## src/rtl/sample_scheduler.sv

```systemverilog
// Two-channel waveform-table sample scheduler: round-robin arbitration of
// table reads into per-channel valid/ready holding registers, one 3-cycle transaction at a time.
module sample_scheduler #(
  parameter int N    = 32,
  parameter int size = 12,
  parameter int PW   = 16,
  localparam int AW  = $clog2(N)
) (
  input  logic            clk,
  input  logic            rst,
  input  logic            enable,
  input  logic [PW-1:0]   step0,
  input  logic [PW-1:0]   step1,
  output logic            mem_read,
  output logic [AW-1:0]   mem_address,
  input  logic [size-1:0] mem_sample,
  output logic [size-1:0] out0,
  output logic [size-1:0] out1,
  output logic            out0_valid,
  output logic            out1_valid,
  input  logic            out0_ready,
  input  logic            out1_ready,
  output logic [1:0]      dbg_state
);

  // Handshake: a sample transfers on a rising edge where outk_valid and outk_ready
  // are both 1; valid never drops without that transfer, and data is stable while valid.
  typedef enum logic [1:0] {IDLE = 2'd0, READ = 2'd1, CAPTURE = 2'd2} state_t;

  state_t        state, state_nxt;
  logic          grant, grant_nxt;
  logic          last;
  logic [PW-1:0] phase0, phase1;
  logic          req0, req1;
  logic [AW-1:0] addr0, addr1;

  assign req0      = !out0_valid;
  assign req1      = !out1_valid;
  assign addr0     = phase0[PW-1 -: AW];
  assign addr1     = phase1[PW-1 -: AW];
  assign mem_read  = (state == READ);
  assign dbg_state = state;

  always_comb begin
    state_nxt = state;
    grant_nxt = grant;
    case (state)
      IDLE: begin
        if (enable && (req0 || req1)) begin
          state_nxt = READ;
          // Tie goes to the channel not served last; otherwise the lone requester.
          grant_nxt = (req0 && req1) ? ~last : req1;
        end
      end
      READ:    state_nxt = CAPTURE;
      CAPTURE: state_nxt = IDLE;
      default: state_nxt = IDLE;
    endcase
  end

  always_ff @(posedge clk or posedge rst) begin
    if (rst) begin
      state       <= IDLE;
      grant       <= 1'b0;
      last        <= 1'b1;
      phase0      <= '0;
      phase1      <= '0;
      mem_address <= '0;
      out0        <= '0;
      out1        <= '0;
      out0_valid  <= 1'b0;
      out1_valid  <= 1'b0;
    end else begin
      state <= state_nxt;
      grant <= grant_nxt;
      if (state == IDLE && state_nxt == READ)
        mem_address <= grant_nxt ? addr1 : addr0;
      if (out0_valid && out0_ready) out0_valid <= 1'b0;
      if (out1_valid && out1_ready) out1_valid <= 1'b0;
      // The granted channel is never valid here, so this cannot collide with a consume.
      if (state == CAPTURE) begin
        last <= grant;
        if (grant) begin
          out1       <= mem_sample;
          out1_valid <= 1'b1;
          phase1     <= phase1 + step1;
        end else begin
          out0       <= mem_sample;
          out0_valid <= 1'b1;
          phase0     <= phase0 + step0;
        end
      end
    end
  end

endmodule

```

## config.mk

```make
export PLATFORM = sky130hd
export DESIGN_NAME = sample_scheduler
export DESIGN_NICKNAME = d
export VERILOG_FILES = /design/src/rtl/sample_scheduler.sv
export SDC_FILE = /design/constraint.sdc
export NUM_CORES = 1
export LEC_CHECK = 0
export ABC_AREA = 1
export BUFFER_PORTS_ARGS = -buffer_cell sky130_fd_sc_hd__buf_2
export CORE_UTILIZATION = 50
export DETAILED_ROUTE_END_ITERATION = 8
export PLACE_DENSITY_LB_ADDON = 0.12
export SYNTH_ARGS = -nofsm -noshare
export SYNTH_HDL_FRONTEND = slang
export SYNTH_SLANG_ARGS = --single-unit
```

## constraint.sdc

```tcl
create_clock -name clk -period 3.8 [get_ports clk]
set_input_delay 0.76 -clock clk [delete_from_list [all_inputs] [get_ports clk]]
set_output_delay 0.76 -clock clk [all_outputs]
set_load 0.01 [all_outputs]
```

# Word level (Yosys, flattened, before mapping)
# Index checks and enable logic that the tools add are counted.
[word_totals]
output_inout_bits = 34
elab_cells = 40
regBits = 67
input_bits = 49
[classes]
n_reduce_logical = 11
bitwise_logic = 2
add_sub_neg = 2
n_eq_ne = 3
muxes = 12
[ops]
columns = ["op", "n"]
rows = [
  ["16-bit adder", 2],
  ["1-bit 2-to-1 mux", 9],
  ["1-bit logical AND", 5],
  ["5-bit 2-to-1 mux", 1],
  ["2-bit by 1-bit == test with 1-bit output, second input constant", 2],
  ["2-bit case mux with 2 select lines", 1],
  ["2-bit AND reduction", 2],
  ["2-bit == test, second input constant", 1],
  ["1-bit zero test", 2],
  ["2-bit zero test", 1],
  ["2-bit 2-to-1 mux", 1],
  ["1-bit inverter", 2],
  ["1-bit logical OR", 1],
]

# Logic depth before layout (Yosys ltp)
# Gate-level depths: netlist of run 1.
[logic_depth]
ltp_word = 7
ltp_mapped = 11

# Least setup slack after synthesis of run 1
# OpenSTA, ideal clock, no wires.
[synth_path]
path_type = "input-to-reg"
from = "input step1[0]"
to = "register phase1[6]"
required_ps = 3683
path_stages = 9
setup_slack_ps = 1682
n_path_buf = 0
arrival_time_ps = 2001
path_cell_list = "ha_1 > fa_1 > nand2_1 > nand2_1 > nand3_1 > nand2_1 > or2_2 > nand3_1 > nand2_1"
[synth_between]
elab_chain_len = 1
[synth_rtl]
columns = ["item", "line", "rtl"]
rows = [
  ["start: declaration", "13", "input logic [PW-1:0] step1,"],
  ["16-bit adder", "86", "phase1 <= phase1 + step1;"],
  ["end signal: assignment", "86", ""],
  ["end: declaration", "33", "logic [PW-1:0] phase0, phase1;"],
]
# No other way between the ends.
# A chain may end at the register's enable or synchronous reset.

# Final worst setup path of run 1
# Ends and elaborated chain as after synthesis.

==> summary.md, run 1 <==
| Metric | Value |
|---|---|
| Status | finished clean |
| Post-synth EDFFs | 0 |
| Routed via count | 3959 |
| Number of global-route vias before repair | 3770 |
| Worst setup path category | input pin to flop |
| Clk_skew | 0.0157 ns |
| Die Span Y | 95.4 um |
| GRT Overall Usage | 23.3% |
| Synth unique cells | 26 |
| Root Driver | clkbuf_8 |
| Synth warn | 0 |
| RR Endpoint | phase1[6] |
| Initial DRC Count | 137 |
| RSZ-0062 raised after global routing | no |
| Register bit total from synthesis | 67 |
| Crit-path max cell delay | 0.41 ns |
| Final Cycle Share | 53.0% |
| Worst-path clk slew | 0.08 ns |
| Fin cells | 810 |
| Initial antenna violation count | 0 |
| Max-capacitance violation count | 0 |
| Worst EP required | 4.02 ns |
| Final count of hold timing violations | 0 |
| # Post-CTS Setup Buffers | 0 |
| Crit path max fanout | 4 |
| Max VDD drop | 0.371 mV |
| Syn_nets | 698 |
| Synth Flop Type | dfrtp_1 |
| Max transition margin | 45.8% |
| Post_cts resized | 0 |
| Placeable Area | 8340 um2 |
| Max Buffers Root-to-Sink | 2 |
| Overflow after GRT | 0 |
| Least-Margin Pin Slew | 0.812 ns |
| Routability-driven placement congestion ratio | 0.858 |
| Initial Util | 52.3% |
| Routed WL | 9500 um |
| CP endpoint kind | flop |
| Total CTS buffers | 9 |
| # diodes | 0 |
| Worst path slowest cell | fa_1 |
| Total Neg Setup Slack | 0 ns |
| Max Clock Freq | 497 MHz |
| # fillers | 816 |
| CP Launch Type | input pin |
| Cell count after synthesis | 617 |
| Cells after DPL | 794 |
| Post-route ant nets | 0 |
| Rows | 33 |
| Post-DP HPWL | 7090 um |
| Area Growth Syn to Fin | 15.9% |
| Port bufs | 82 |
| H-Tree Level Count | 3 |
| Crit-path cells | buf_2 > ha_1 > fa_1 > nand2_1 > nand2_1 > nand3_1 > nand2_1 > or2_2 > nand3_1 > nand2_1 |
| I/O pin count | 83 |
| Asr flop ratio synth | 100% |
| Clock Sinks | 67 |
| Setup violators final | 0 |
| Sequential-to-total area share from yosys stat | 38.5% |
| Drt pass-1 iters | 4 |
| Max-slew violation total from the final report | 0 |
| Hold Buf Count CTS | 0 |
| Final hold slack | 0.384 ns |
| Worst r2r path cells | 9 |
| Cell mode on critical path | nand2_1 |
| Worst r2r src | phase1[0] |
| Die X | 95.4 um |
| Clk_lat worst skew | 0.34 ns |
| Largest net degree at the start of global routing | 52 |
| Hold crit path type | input pin to async pin |
| Vias per cell | 4.89 |
| Final nets | 781 |
| CTS tree | yes |
| Ratio of total power to cell area | 825 nW/um2 |
| Leakage power | 2.97 nW |
| Mean post-synth cell area | 7.07 um2 |
| Final worst path period need | 2.01 ns |
| Die footprint | 9100 um2 |
| R2r setup slk | 1.92 ns |
| Ratio of cells with drive above 1 in the final layout | 16.9% |
| Critical path arrival | 2.23 ns |
| Remaining DRCs | 0 |
| Routed len/inst | 11.7 um |
| First-pass GRT wire length | 16500 um |
| Synth Cell Area | 4360 um2 |
[cell usage after synthesis, types with 2 or more instances]
master	count	area (um2)
nand2_1	243	912
and2_1	2	12.5
nor3_1	11	55.1
ha_1	30	375
nand3_1	37	185
xor2_1	3	26.3
nor2_4	3	33.8
buf_2	6	30.0
a21oi_1	14	70.1
fa_1	2	40.0
nand4_1	2	12.5
o21ai_0	19	95.1
inv_2	4	15.0
dfrtp_1	66	1650
inv_1	98	368
o22ai_1	5	31.3
o21ai_1	13	65.1
xnor2_1	10	87.6
buf_6	4	45.0
or2_2	4	25.0
nor2_1	28	105
o21ai_2	6	52.6
nand3b_1	4	30.0
[state kept, by name, indices dropped and copies added, names as in the netlist]
name / cells
phase0: 16
phase1: 16
out0: 12
out1: 12
mem_address: 5
dbg_state: 2
grant: 1
last: 1
out0_valid: 1
out1_valid: 1
[placed cells by master, fill, tap and decap left out, types with 4 or more instances in the layout]
cell	netlist	routed
nand2_1	243	243
dfrtp_1	66	66
clkbuf_8	0	9
o22ai_1	5	5
nand3_1	37	37
inv_1	98	97
nor3_1	11	11
inv_2	4	5
or2_2	4	4
ha_1	30	30
nand3b_1	4	4
o21ai_0	19	19
a21oi_1	14	14
o21ai_1	13	13
o21ai_2	6	6
nor2_1	28	28
xnor2_1	10	10
buf_2	6	82
[cell families after synthesis]
logic type | share of synthesized area [%]
AO/OA/AOI/OAI | 7.20
XOR/XNOR | 2.61
adder cells (fa/ha/maj) | 9.53
buffers and inverters | 10.6
flip-flops | 38.5
AND/OR/NAND/NOR | 31.6
[layer usage]
layer	track usage, %	part of all wire (%)
met1	29.1	48
met2	40.8	48
met3	4.63	3.6
met4	6.59	0.89
met5	0	0
[power by group]
part | leakage [nW] | internal, mW | switching (mW)
Sequential | 0.812 | 1.07 | 0.227
Clock | 0.114 | 0.374 | 0.289
Combinational | 2.04 | 0.878 | 1.34
[worst max path at each step]
stage / startpoint / to / cells past startpoint
floorplan: rst / dbg_state[0] / 1
global placement: step1[0] / phase1[6] / 10
detailed placement: step1[0] / phase1[6] / 10
CTS: step1[0] / phase1[6] / 10
global route: step1[0] / phase1[6] / 10
finish: step1[0] / phase1[6] / 10
[critical path, delay by kind of cell]
kind / cells / cell delay (ns)
and+or+nand+nor: 7 / 0.72
adders and majority gates: 2 / 0.64
buffers and inverters: 1 / 0.10
[final cells by class]
cell class	instances	area, um2	share of cell area [%]
multi-input cells	437	2220	43.9
flip-flops and latches	67	1680	33.2
repair buffers	83	418	8.27
inverters	102	383	7.57
well taps	105	131	2.60
clock buffers	9	124	2.45
clock inverters	7	100	1.98
[metrics by stage]
| stage | util [%] | total power [mW] | instance area, um2 | worst slack [ns] |
|---|---|---|---|---|
| finish | 60.6 | 4.17 | 5050 | 1.79 |
| global route | 60.6 | 4.62 | 5050 | 1.69 |
| CTS | 60.6 | 4.21 | 5050 | 1.80 |
| detailed placement | 57.9 | 3.52 | 4830 | 1.45 |
| global placement | 57.9 | 3.46 | 4830 | 1.50 |
| floorplan | - | 2.96 | 4360 | 1.36 |
No activity file was read; power rests on OpenSTA's default activity.
==> inputs of run 2 (changes only) <==
- clock period: 3.8 -> 2 ns (I/O delays scaled with it)
==> summary.md, run 2 (synthesized netlist as in run 1, its figures left out) <==
| Metric | Value |
|---|---|
| Worst path slowest cell | fa_1 (unchanged) |
| Overflow after GRT | 0 (unchanged) |
| H-Tree Level Count | 3 (unchanged) |
| Post-DP HPWL | 7430 um (was 7090 um) |
| Final count of hold timing violations | 0 (unchanged) |
| Die Span Y | 95.4 um (unchanged) |
| RSZ-0062 raised after global routing | no (unchanged) |
| Area of the multi-input gates | 2220 um2 (unchanged) |
| Critical path arrival | 2.10 ns (was 2.23 ns) |
| Worst r2r src | phase0[0] (was phase1[0]) |
| Routed len/inst | 11.9 um (was 11.7 um) |
| Register Area | 1680 um2 (unchanged) |
| Clk_skew | 0.0206 ns (was 0.0157 ns) |
| CP Launch Type | flop (was input pin) |
| Routability-driven placement congestion ratio | 0.870 (was 0.858) |
| Final worst path period need | 1.86 ns |
| Routed WL | 9720 um (was 9500 um) |
| Rows | 33 (unchanged) |
| Initial antenna violation count | 0 (unchanged) |
| Vias per cell | 4.87 (was 4.89) |
| I/O pin count | 83 (unchanged) |
| Leakage power | 2.99 nW (was 2.97 nW) |
| GRT Overall Usage | 23.6% (was 23.3%) |
| Final Util | 61.2% (was 60.6%) |
| CTS tree | yes (unchanged) |
| Most frequent cells in the layout | nand2_1 (243), inv_1 (97), buf_2 (82) (unchanged) |
| Routed via count | 3969 (was 3959) |
| Ratio of cells with drive above 1 in the final layout | 17.5% (was 16.9%) |
| Root Driver | clkbuf_8 (unchanged) |
| Final Cycle Share | 93.2% |
| Port bufs | 82 (unchanged) |
| Max-slew violation total from the final report | 0 (unchanged) |
| Final setup margin | 0.136 ns (was 1.79 ns) |
| Placement Setup Slack | 0.0192 ns (was 1.45 ns) |
| Crit-path cells | ha_1 > fa_1 > nand2_1 > nand2_1 > nand3_1 > nand2_1 > or2_2 > nand3_1 > nand2_1 (was buf_2 > ha_1 > fa_1 > nand2_1 > nand2_1 > nand3_1 > nand2_1 > or2_2 > nand3_1 > nand2_1) |
| Max VDD drop | 0.825 mV (was 0.371 mV) |
| Cells after DPL | 799 (was 794) |
| Post_cts resized | 0 (unchanged) |
| Max Clock Freq | 537 MHz |
| Largest net degree at the start of global routing | 39 (was 52) |
| Area Growth Syn to Fin | 17.1% (was 15.9%) |
| Clock Sinks | 67 (unchanged) |
| Ratio of total power to cell area | 1550 nW/um2 (was 825 nW/um2) |
| Final hold slack | 0.111 ns (was 0.384 ns) |
| Hold Buf Count CTS | 0 (unchanged) |
| Worst r2r path cells | 9 (unchanged) |
| First-pass GRT wire length | 16600 um (was 16500 um) |
| Setup violators final | 0 (unchanged) |
| Max transition margin | 59.1% (was 45.8%) |
| Post-route ant nets | 0 (unchanged) |
| Total Neg Setup Slack | 0 ns (unchanged) |
| Top flop regs | phase0 x16, phase1 x16 (unchanged) |
| Least-Margin Pin Slew | 0.612 ns (was 0.812 ns) |
| Worst EP required | 2.23 ns (was 4.02 ns) |
| Initial Util | 52.3% (unchanged) |
| Total CTS buffers | 9 (unchanged) |
| Clk_lat worst skew | 0.35 ns (was 0.34 ns) |
| CP delay by family, top | simple AND/OR/NAND/NOR gates (unchanged) |
| Remaining DRCs | 0 (unchanged) |
| CP endpoint kind | flop (unchanged) |
| WP buf/inv | 0 (was 1) |
| # Post-CTS Setup Buffers | 0 (unchanged) |
| Worst setup path category | flop to flop (was input pin to flop) |
| Crit path max fanout | 4 (unchanged) |
| Final nets | 786 (was 781) |
| Placeable Area | 8340 um2 (unchanged) |
| Fin cells | 815 (was 810) |
| Commonest non-fill, non-tap cell in the layout | nand2_1 (unchanged) |
| Worst-path clk slew | 0.09 ns (was 0.08 ns) |
| # diodes | 0 (unchanged) |
| Status | finished clean (unchanged) |
| Hold crit path type | input pin to async pin (unchanged) |
| # fillers | 794 (was 816) |
| Die footprint | 9100 um2 (unchanged) |
| Max-capacitance violation count | 0 (unchanged) |
| Die X | 95.4 um (unchanged) |
| Max Buffers Root-to-Sink | 2 (unchanged) |
| Number of global-route vias before repair | 3757 (was 3770) |
| Initial DRC Count | 136 (was 137) |
| RR Endpoint | phase0[6] (was phase1[6]) |
| Crit-path max cell delay | 0.43 ns (was 0.41 ns) |
| Cell mode on critical path | nand2_1 (unchanged) |
| Drt pass-1 iters | 4 (unchanged) |
| R2r setup slk | 0.14 ns (was 1.92 ns) |
[run 2: cell count changes in the layout (fill, tap and decap cells not counted)]
cell / previous run / this run
clkinv_4: 3 / 1
inv_6: 1 / 2
inv_2: 5 / 4
clkinv_2: 1 / 2
clkinvlp_4: 0 / 2
buf_4: 1 / 3
bufinv_16: 2 / 1
buf_12: 0 / 3
[run 2: worst max-delay path by stage]
stage	start	end	cells past startpoint
global route	phase0[0]	phase0[6]	9
floorplan	step1[0]	phase1[6]	9
finish	phase0[0]	phase0[6]	9
CTS	phase0[0]	phase0[6]	9
global placement	step1[0]	phase1[6]	10
detailed placement	step1[0]	phase1[6]	10
[run 2: through the flow]
stage | total power, mW | area, um2
6_report | 7.89 | 5110
5_1_grt | 8.73 | 5110
4_1_cts | 7.95 | 5110
3_5_place_dp | 6.76 | 4910
3_3_place_gp | 6.63 | 4910
2_1_floorplan | 5.63 | 4360
[run 2: where the power goes]
| group | switching (mW) | total, mW | internal (mW) |
|---|---|---|---|
| combinational | 2.55 | 4.26 | 1.71 |
| clock | 0.579 | 1.16 | 0.582 |
| sequential | 0.445 | 2.47 | 2.02 |
[run 2: worst reg2reg max path, stage by stage, from the launching register on]
cell and delay [ns]:
dfrtp_1 0.40, ha_1 0.23, fa_1 0.43, nand2_1 0.09, nand2_1 0.06, nand3_1 0.06
nand2_1 0.09, or2_2 0.28, nand3_1 0.07, nand2_1 0.04
[run 2: per-layer routing]
metal  global-route usage, %  share of wire [%]  routed length, um  vias up
met3                    5.02                3.8                370       23
met4                    9.45                2.6                249        0
li1                        -                  -                  -     2087
met2                    38.9                 47               4560       84
met5                       0                  0                  0        -
met1                    30.1                 47               4540     1775
[run 2: layout make-up]
| cell class | instances | share of cell area, % |
|---|---|---|
| Clock inverter | 7 | 1.45 |
| Timing Repair Buffer | 88 | 9.65 |
| Multi-Input combinational cell | 437 | 43.5 |
| Sequential cell | 67 | 32.9 |
| Tap cell | 105 | 2.57 |
| Inverter | 102 | 7.57 |
| Clock buffer | 9 | 2.43 |
==> inputs of run 3 (changes only) <==
- ABC_CLOCK_PERIOD_IN_PS: default -> 2000
- RECOVER_POWER: default -> 50
==> summary.md, run 3 (synthesized netlist as in run 1, its figures left out) <==
| Metric | Value |
|---|---|
| Status | finished clean (unchanged) |
| Crit path max fanout | 4 (unchanged) |
| Comb pwr share | 53.8% (was 54.0%) |
| Clk_lat worst skew | 0.35 ns (about the same) |
| Ratio of total power to cell area | 1550 nW/um2 (about the same) |
| Total Neg Setup Slack | 0 ns (unchanged) |
| Commonest non-fill, non-tap cell in the layout | nand2_1 (unchanged) |
| Hold crit path type | input pin to flop (was input pin to async pin) |
| Post-DP HPWL | 7430 um (unchanged) |
| Leakage power | 2.95 nW (was 2.99 nW) |
| Hold path start | out1_ready |
| Least-Margin Pin Slew | 1.17 ns (was 0.612 ns) |
| Routed len/inst | 11.9 um (about the same) |
| Die Span Y | 95.4 um (unchanged) |
| Initial Util | 52.3% (unchanged) |
| Die footprint | 9100 um2 (unchanged) |
| RSZ-0062 raised after global routing | no (unchanged) |
| Clock power frac | 14.8% (was 14.7%) |
| Hold Buf Count CTS | 0 (unchanged) |
| Initial DRC Count | 143 (was 136) |
| Hold depth | 2 |
| Max VDD drop | 0.826 mV (was 0.825 mV) |
| Final worst path period need | 1.87 ns (was 1.86 ns) |
| Hold endpoint | out1_valid |
| Area Growth Syn to Fin | 16.3% (was 17.1%) |
| Routability-driven placement congestion ratio | 0.870 (unchanged) |
| Worst r2r path cells | 9 (unchanged) |
| Top flop regs | phase0 x16, phase1 x16 (unchanged) |
| Worst r2r src | phase0[0] (unchanged) |
| Drt pass-1 iters | 5 (was 4) |
| NetSw | 3.58 mW (about the same) |
| Final Cycle Share | 93.4% (was 93.2%) |
| Clk_skew | 0.0190 ns (was 0.0206 ns) |
| Max transition margin | 21.4% (was 59.1%) |
| Max Clock Freq | 535 MHz (was 537 MHz) |
| Worst EP required | 2.23 ns (about the same) |
| Most frequent cells in the layout | nand2_1 (243), inv_1 (99), buf_2 (71) (was nand2_1 (243), inv_1 (97), buf_2 (82)) |
| Setup violators final | 0 (unchanged) |
| Final nets | 786 (unchanged) |
| Largest net degree at the start of global routing | 39 (unchanged) |
| Final count of hold timing violations | 0 (unchanged) |
| Overflow after GRT | 0 (unchanged) |
| Clock Sinks | 67 (unchanged) |
| Max-slew violation total from the final report | 0 (unchanged) |
| Routed WL | 9720 um (about the same) |
| Int Pwr | 4.28 mW (was 4.32 mW) |
| Remaining DRCs | 0 (unchanged) |
| Worst setup path category | flop to flop (unchanged) |
| Routed via count | 3955 (was 3969) |
| Post-route ant nets | 0 (unchanged) |
| I/O pin count | 83 (unchanged) |
| Placeable Area | 8340 um2 (unchanged) |
| First-pass GRT wire length | 16600 um (unchanged) |
| CTS tree | yes (unchanged) |
| RR Endpoint | phase0[6] (unchanged) |
| Ratio of cells with drive above 1 in the final layout | 15.5% (was 17.5%) |
| Initial antenna violation count | 0 (unchanged) |
| Worst-path clk slew | 0.09 ns (about the same) |
| Critical path arrival | 2.10 ns (about the same) |
| Die X | 95.4 um (unchanged) |
| Max Buffers Root-to-Sink | 2 (unchanged) |
| Vias per cell | 4.85 (was 4.87) |
| Sw frac | 45.5% (was 45.3%) |
| Total CTS buffers | 9 (unchanged) |
| Sequential Power Share | 31.4% (was 31.3%) |
| # Post-CTS Setup Buffers | 0 (unchanged) |
| Post_cts resized | 0 (unchanged) |
| H-Tree Level Count | 3 (unchanged) |
| CP endpoint kind | flop (unchanged) |
| # diodes | 0 (unchanged) |
| Number of global-route vias before repair | 3757 (unchanged) |
| Root Driver | clkbuf_8 (unchanged) |
| CP Launch Type | flop (unchanged) |
| Rows | 33 (unchanged) |
| Port bufs | 82 (unchanged) |
| Total Power | 7.86 mW (was 7.89 mW) |
| R2r setup slk | 0.13 ns (was 0.14 ns) |
| Max-capacitance violation count | 0 (unchanged) |
| GRT Overall Usage | 23.6% (unchanged) |
==> run 3: changes by cell type in the layout (fill, tap and decap cells not counted), sizes merged <==
cell	before	now
buf	88	75
clkbuf	9	22
==> run 3: layout make-up <==
class                           instances  area [um2]
Tap cell                              105         131
Clock inverter                          7        73.8
Timing Repair Buffer                   88         460
Inverter                              102         384
Fill cell                             804        3270
Sequential cell                        67        1680
Multi-Input combinational cell        437        2220
Clock buffer                            9         124
==> run 3: worst max path at each step <==
stage | from | endpoint | slack (ns)
6_report | phase0[0] | phase0[6] | 0.13
4_1_cts | phase0[0] | phase0[6] | 0.12
3_5_place_dp | step1[0] | phase1[6] | 0.02
5_1_grt | phase0[0] | phase0[6] | 0.006
2_1_floorplan | step1[0] | phase1[6] | 0.24
3_3_place_gp | step1[0] | phase1[6] | 0.06
==> run 3: worst max-delay path: stages, from the launching register on <==
cell	delay (ns)
dfrtp_1	0.40
ha_1	0.23
fa_1	0.43
nand2_1	0.09
nand2_1	0.06
nand3_1	0.06
nand2_1	0.09
or2_2	0.28
nand3_1	0.07
nand2_1	0.04
==> run 3: power groups by stage <==
stage	Clock, mW	Combinational [mW]	Sequential (mW)
after detailed placement	0	4.27	2.49
after floorplan	0	3.09	2.54
after global routing	1.25	4.89	2.56
final	1.16	4.23	2.47
after CTS	1.19	4.29	2.47
after global placement	0	4.18	2.46
==> run 3: metal layers <==
layer,GRT usage (%),wire length [um]
met3,5.02,318
met2,38.9,4560
met5,0,0
met4,9.45,248
met1,30.1,4590
==> run 3: stage by stage <==
step	utilization, %	area [um2]	instances	setup WS (ns)	hold slack [ns]
floorplan	-	4360	617	0.242	0.446
detailed placement	58.9	4910	799	0.0192	0.472
CTS	61.2	5110	815	0.120	0.110
finish	60.8	5070	815	0.132	0.218
global route	60.8	5070	815	0.00595	0.214
global placement	58.9	4910	799	0.0634	0.463
